`src/rtl/async_fifo_pkg.sv`:
```
// Shared definitions for the single-clock FIFO with async_fifo port set.
// Default geometry, a pointer type for the default geometry and the
// wrapping pointer increment used by the top level.
package async_fifo_pkg;

    localparam int DEF_DSIZE = 8;
    localparam int DEF_ASIZE = 4;

    // Pointer carries one extra wrap bit above the memory address.
    localparam int PTR_W = DEF_ASIZE + 1;
    typedef logic [PTR_W-1:0] ptr_t;

    // Increment a pointer of 'width' bits, wrapping modulo 2**width.
    function automatic logic [31:0] ptr_inc(input logic [31:0] ptr, input int width);
        logic [31:0] mask;
        mask = (32'd1 << width) - 32'd1;
        return (ptr + 32'd1) & mask;
    endfunction

endpackage

```
`src/rtl/fifo_mem.sv`:
```
// FIFO storage: DSIZE x 2**ASIZE words, registered write port and
// combinational read port. The array is deliberately not reset.
module fifo_mem
    import async_fifo_pkg::*;
#(
    parameter int DSIZE = DEF_DSIZE,
    parameter int ASIZE = DEF_ASIZE
) (
    input  logic             i_clk,
    input  logic             i_wen,
    input  logic [ASIZE-1:0] i_waddr,
    input  logic [DSIZE-1:0] i_wdata,
    input  logic [ASIZE-1:0] i_raddr,
    output logic [DSIZE-1:0] o_rdata
);

    localparam int DEPTH = 1 << ASIZE;

    logic [DSIZE-1:0] r_mem [DEPTH];

    // Capture the write word on an accepted write.
    always_ff @(posedge i_clk) begin
        if (i_wen) begin
            r_mem[i_waddr] <= i_wdata;
        end
    end

    assign o_rdata = r_mem[i_raddr];

endmodule

```
`src/rtl/async_fifo_1clk.sv`:
```
// Single-clock FIFO exposing the dual-clock async_fifo port set.
// Pointers are ASIZE+1 bits (wrap bit on top); flags are registered from
// the next-state pointers. First-word-fall-through read data.
// Optional feature: define ASYNC_FIFO_COUNT_EN to add the registered
// occupancy output wcount [ASIZE:0].
module async_fifo_1clk
    import async_fifo_pkg::*;
#(
    parameter int DSIZE = DEF_DSIZE,
    parameter int ASIZE = DEF_ASIZE
) (
    input  logic             wclk,
    input  logic             wrst_n,
    input  logic             winc,
    input  logic [DSIZE-1:0] wdata,
    output logic             wfull,
    input  logic             rinc,
    output logic [DSIZE-1:0] rdata,
    output logic             rempty
`ifdef ASYNC_FIFO_COUNT_EN
    ,
    output logic [ASIZE:0]   wcount
`endif
);

    localparam int PW = ASIZE + 1;

    logic [ASIZE:0] r_wptr;
    logic [ASIZE:0] r_rptr;
    logic [ASIZE:0] w_wptr_next;
    logic [ASIZE:0] w_rptr_next;
    logic           r_wfull;
    logic           r_rempty;
    logic           w_wen;
    logic           w_ren;
    logic           w_wfull_next;
    logic           w_rempty_next;

    // Requests against the registered flags: full blocks writes, empty blocks
    // reads, which also resolves the simultaneous empty/full cases.
    assign w_wen = winc && !r_wfull;
    assign w_ren = rinc && !r_rempty;

    assign w_wptr_next = w_wen ? PW'(ptr_inc(32'(r_wptr), PW)) : r_wptr;
    assign w_rptr_next = w_ren ? PW'(ptr_inc(32'(r_rptr), PW)) : r_rptr;

    // Equal pointers mean empty; equal address with opposite wrap bit means full.
    assign w_rempty_next = (w_wptr_next == w_rptr_next);
    assign w_wfull_next  = (w_wptr_next == {~w_rptr_next[ASIZE], w_rptr_next[ASIZE-1:0]});

    // Pointer and flag state, cleared immediately by reset.
    always_ff @(posedge wclk or negedge wrst_n) begin
        if (!wrst_n) begin
            r_wptr   <= '0;
            r_rptr   <= '0;
            r_wfull  <= 1'b0;
            r_rempty <= 1'b1;
        end else begin
            r_wptr   <= w_wptr_next;
            r_rptr   <= w_rptr_next;
            r_wfull  <= w_wfull_next;
            r_rempty <= w_rempty_next;
        end
    end

    assign wfull  = r_wfull;
    assign rempty = r_rempty;

`ifdef ASYNC_FIFO_COUNT_EN
    logic [ASIZE:0] r_wcount;

    // Occupancy from the next-state pointers; modular difference spans 0..2**ASIZE.
    always_ff @(posedge wclk or negedge wrst_n) begin
        if (!wrst_n) begin
            r_wcount <= '0;
        end else begin
            r_wcount <= w_wptr_next - w_rptr_next;
        end
    end

    assign wcount = r_wcount;
`endif

    fifo_mem #(
        .DSIZE(DSIZE),
        .ASIZE(ASIZE)
    ) u_mem (
        .i_clk   (wclk),
        .i_wen   (w_wen),
        .i_waddr (r_wptr[ASIZE-1:0]),
        .i_wdata (wdata),
        .i_raddr (r_rptr[ASIZE-1:0]),
        .o_rdata (rdata)
    );

endmodule

```
`config.mk`:
```
export PLATFORM = sky130hd
export DESIGN_NAME = async_fifo_1clk
export DESIGN_NICKNAME = d
export VERILOG_FILES = /design/src/rtl/async_fifo_pkg.sv /design/src/rtl/fifo_mem.sv /design/src/rtl/async_fifo_1clk.sv
export SDC_FILE = /design/constraint.sdc
export NUM_CORES = 1
export LEC_CHECK = 0
export CAP_MARGIN = 10
export CELL_PAD_IN_SITES_DETAIL_PLACEMENT = 0
export CELL_PAD_IN_SITES_GLOBAL_PLACEMENT = 1
export CORE_MARGIN = 4
export CORE_UTILIZATION = 25
export DETAILED_ROUTE_END_ITERATION = 6
export PLACE_DENSITY_LB_ADDON = 0.08
export SYNTH_ARGS = -nofsm -noshare
export SYNTH_HDL_FRONTEND = slang
export SYNTH_SLANG_ARGS = --single-unit
export TNS_END_PERCENT = 30
```
`constraint.sdc`:
```
create_clock -name wclk -period 3.3 [get_ports wclk]
set_input_delay 0.66 -clock wclk [delete_from_list [all_inputs] [get_ports wclk]]
set_output_delay 0.66 -clock wclk [all_outputs]
set_load 0.01 [all_outputs]
```
; ---- Yosys cells after proc, flatten, opt, wreduce, memory -nomap -nowiden
; Memory sizes are Yosys's and may differ from the RTL's.
; Index checks and enable logic that the tools add are counted.
[totals]
n_memories = 1
regBits = 12
mem_bits_rw = 128
[op_classes]
eq_ne = 2
n_bitwise = 1
n_mux = 4
add_sub_neg = 2
n_reduce_logical = 4
[mem_list]
columns = memory, depth, word_bits, read_ports, rd_ports_with_merged_regs, wr, line_no
row1 = u_mem.r_mem, 16, 8, 1, 0, 1, fifo_mem.sv:19  ; logic [DSIZE-1:0] r_mem [DEPTH];
[op_table]
columns = cell, count
row1 = adder 5 x 1 -> 5 bit (second input constant), 2
row2 = equality test 5 bit, 2
row3 = two-way mux 5 bit, 2
row4 = logical AND 1 bit, 2
row5 = logical NOT 1 bit, 2
row6 = two-way mux 1 bit, 2
row7 = NOT 1 bit, 1

; ---- Longest topological paths before layout
[logic_depth]
depth_word = 5
depth_mapped = 6
ltp_nobuf = 6

; ---- By module
; Synthesis repeated with hierarchy kept, for this count alone.
[hier_totals]
hier_cells = 263
hier_area_um2 = 5551.6
[modules_own_cells]
columns = mod, area_per_inst_um2, seq_area_each_um2, instances, cells_per_inst
row1 = fifo_mem, 4987.3, 3843.7, 1, 221
row2 = async_fifo_1clk, 564.3, 301.5, 1, 42

; ---- Worst setup path before layout
; Ideal clock, no wire load.
[synth_timing]
path_kind = reg2out
start = register r_rptr[0]
end = output port rdata[1]
path_buffers = 2
stages_incl_launch_ff = 6
t_arrival_ps = 1614
required_time_ps = 2640
path_slack_ps = 1026
path_cell_list = dfrtp_1 buf_2 buf_2 mux4_2 a22oi_1 nand2_1
[synth_between]
elab_chain_cells = 1
[synth_lines]
columns = item, line_no
row1 = from (decl), async_fifo_1clk.sv:29  ; logic [ASIZE:0] r_rptr;
row2 = from (signal assigned), async_fifo_1clk.sv:60  ; r_rptr <= w_rptr_next;
row3 = memory read (16 x 8 bit), --
row4 = to (decl), async_fifo_1clk.sv:18  ; output logic [DSIZE-1:0] rdata,
; No other way between the ends.

; ---- Final worst setup path
[layout_timing]
start = register r_rptr[0]
end = output port rdata[0]
; The elaborated chain is that of the path after synthesis.

==> impl_metrics.py <==
metrics = {
    "run_status": {
        "status": "completed",
    },
    "yosys": {
        "synth_nets": 287,
        "yosys-top-cells-area": "edfxtp_1 (70%), mux4_2 (13%), dfrtp_1 (5.0%)",
        "synth-seq-area-share": 0.756,
        "yosysWarnings": 0,
        "syn_inst": 270,
        "yosysUniqueCellTypes": 26,
        "synth.largest_area_cell": "edfxtp_1",
        "netlist_area_um2": 5490,
        "synth_seq_cells": 140,
        "synth_top_area_share": 0.701,
        "synth_area_per_cell_um2": 20.3,
    },
    "min_path": {
        "min-delay-start": "r_rptr[4]",
        "min_path_type": "reg -> reg",
    },
    "critical_path": {
        "cp_cell_sequence": "buf_4 -> mux4_2 -> a22oi_1 -> nand2_1 -> clkdlybuf4s50_1",
        "rr_startpoint": "r_rptr[0]",
        "startpoint": "r_rptr[0]",
        "cp_slowest_cell": "mux4_2",
        "cp_max_fo": 14,
        "cp-start-kind": "flop",
        "end_kind": "primary output",
        "worstSetupPathType": "reg -> out",
        "worstPathRequired_ns": 2.64,
        "max_stage_delay_ns": 0.54,
        "arrival_ns": 2.51,
    },
    "clock_network": {
        "cts_buffers": 17,
        "cts_hold_buf": 0,
        "cts_tree": "built",
        "cts_setup_buffers": 0,
        "cts_sinks": 140,
        "cts_resized": 0,
        "cts_root_buf": "clkbuf_16",
        "path_clk_slew_ns": 0.06,
        "htree_levels": 4,
        "cts_buffer_depth": 2,
        "clk_latency_ns": 0.42,
    },
    "placement": {
        "port_buffers": 21,
        "numPlacedInstances": 576,
        "hpwlAfterDp_mm": 8.40,
        "dp_slack_ns": 0.493,
        "place_congestion": 0.693,
    },
    "cells_and_area": {
        "nNetsFinal": 337,
        "final_cell_mix": "edfxtp_1 (128), mux4_2 (32), buf_4 (24)",
        "drive_gt1_frac": 0.273,
        "final_cell_count_no_fill": 608,
        "area_delta_synth_final_pct": 23.9,
        "layout_commonest_cell": "edfxtp_1",
        "diodes": 0,
    },
    "timing": {
        "final_hold_viol_count": 0,
        "tns_ns": 0,
        "period_share": 0.961,
        "setup_ws_ns": 0.128,
        "final-max-slew-violation-count": 0,
        "slew_headroom": 0.514,
        "skew_ns": 0.0103,
        "finalSetupViolCount": 0,
        "worstMarginPinSlew_ns": 0.727,
        "clock.fmax_mhz": 315,
        "rsz0062_at_grt": "no",
        "period_needed_ns": 3.17,
    },
    "power_and_ir_drop": {
        "p_per_area_nw_per_um2": 936,
        "ir_worst_vdd_v": 0.000395,
        "leakagePower_uw": 0.00225,
    },
    "floorplanning": {
        "initial_core_util": 0.258,
        "coreArea_um2": 21300,
        "die_area_um2": 24400,
        "die_x_um": 156,
        "fp.dieH_um": 156,
        "boundaryPins": 22,
        "fp-row-count": 53,
    },
    "global_route": {
        "gr-total-overflow": 0,
        "grt_antenna_before_repair": 0,
        "track_usage": 0.110,
        "grt_pass1_vias": 2790,
        "grt_pass1_wl_mm": 19.1,
        "grt_max_degree": 19,
    },
    "drt": {
        "vias": 2598,
        "route.detailed.drc": 0,
        "detail-route-antenna-nets": 0,
        "drtIter0Drc": 146,
        "drt-total-wl_mm": 12.9,
        "dr.pass1.iters": 4,
        "wl_per_cell_um": 21.1,
        "vias_per_cell": 4.27,
    },
    "job": {
        "max-cap-violations": 0,
    },
}
[logic make-up (layout without fill, tap and decap cells)]
group / after synthesis / after routing / synth area share
flip-flops: 140 / 140 / 0.756
AND/OR/NAND/NOR: 46 / 46 / 0.0392
multiplexers: 34 / 34 / 0.136
AO/OA/AOI/OAI: 16 / 16 / 0.0219
buffers and inverters: 16 / 79 / 0.0151
XOR/XNOR: 13 / 13 / 0.0208
adder cells (fa/ha/maj): 5 / 5 / 0.0114
[power breakdown]
group          total (µW)  internal [µW]  switching [µW]
clock network        2080           1350             733
logic                1960            926            1040
registers            2320           2190             125
[stage by stage]
step | cell area (µm²) | total power (µW) | hold WS [ns] | util
6_report | 6800 | 6360 | 0.472 | 0.319
5_1_grt | 6800 | 6710 | 0.506 | 0.319
4_1_cts | 6790 | 6460 | 0.479 | 0.319
3_5_place_dp | 6150 | 4360 | 0.470 | 0.289
3_3_place_gp | 6150 | 4380 | 0.461 | 0.289
2_1_floorplan | 5490 | 3540 | 0.364 | -
[cell usage after synthesis]
cell type / instances
a22oi_1: 16
and2_1: 1
buf_1: 1
buf_2: 6
buf_6: 2
clkbuf_1: 5
dfrtp_1: 11
dfstp_2: 1
edfxtp_1: 128
ha_1: 5
inv_1: 2
mux2_2: 1
mux2_4: 1
mux4_2: 32
nand2_1: 12
nand2b_1: 3
nand3_1: 2
nand3b_1: 2
nand4_1: 1
nor2_1: 15
nor2b_1: 3
nor3_1: 5
nor3b_1: 1
or3_1: 1
xnor2_1: 5
xor2_1: 8
[state kept, by name, indices dropped and copies added (netlist names)]
signal / cells
u_mem.r_mem: 128
r_rptr: 5
rempty: 1
wfull: 1
r_wptr: 5
[worst max-delay path: cells and delay by family, from the launching register on]
family | cells | cell delay (ns)
AOI/OAI and AO/OA | 1 | 0.29
buffers and inverters | 2 | 0.79
DFF | 1 | 0.37
muxes | 1 | 0.54
and+or+nand+nor | 1 | 0.11
[layer usage]
layer	track usage	wire, µm	up-vias
met4	0.0298	90	0
met1	0.164	6390	1365
li1	-	-	1192
met3	0.0286	424	5
met2	0.161	5950	36
met5	0	0	-
[cell type report]
cell class              count  area, µm²
fillers                  2053      14500
flip-flops and latches    140       4150
multi-input cells         114       1260
clock buffers              18        429
repair buffers             45        390
well taps                 275        344
clock inverters            14        215
inverters                   2       7.51
[path summary, 6_finish.rpt]
| kind | endpoint | slack, ns | cells past startpoint |
|---|---|---|---|
| worst max-delay path | rdata[0] | 0.13 | 5 |
| worst min-delay path | r_rptr[4] | 0.47 | 1 |
| worst max register to register | wfull | 1.33 | 6 |
| worst min register to register | r_rptr[4] | 0.47 | 1 |
| max in group asynchronous | r_rptr[0] | 2.25 | 1 |
| min in group asynchronous | r_rptr[2] | 0.63 | 1 |
Power figures use the tool's default switching activity.
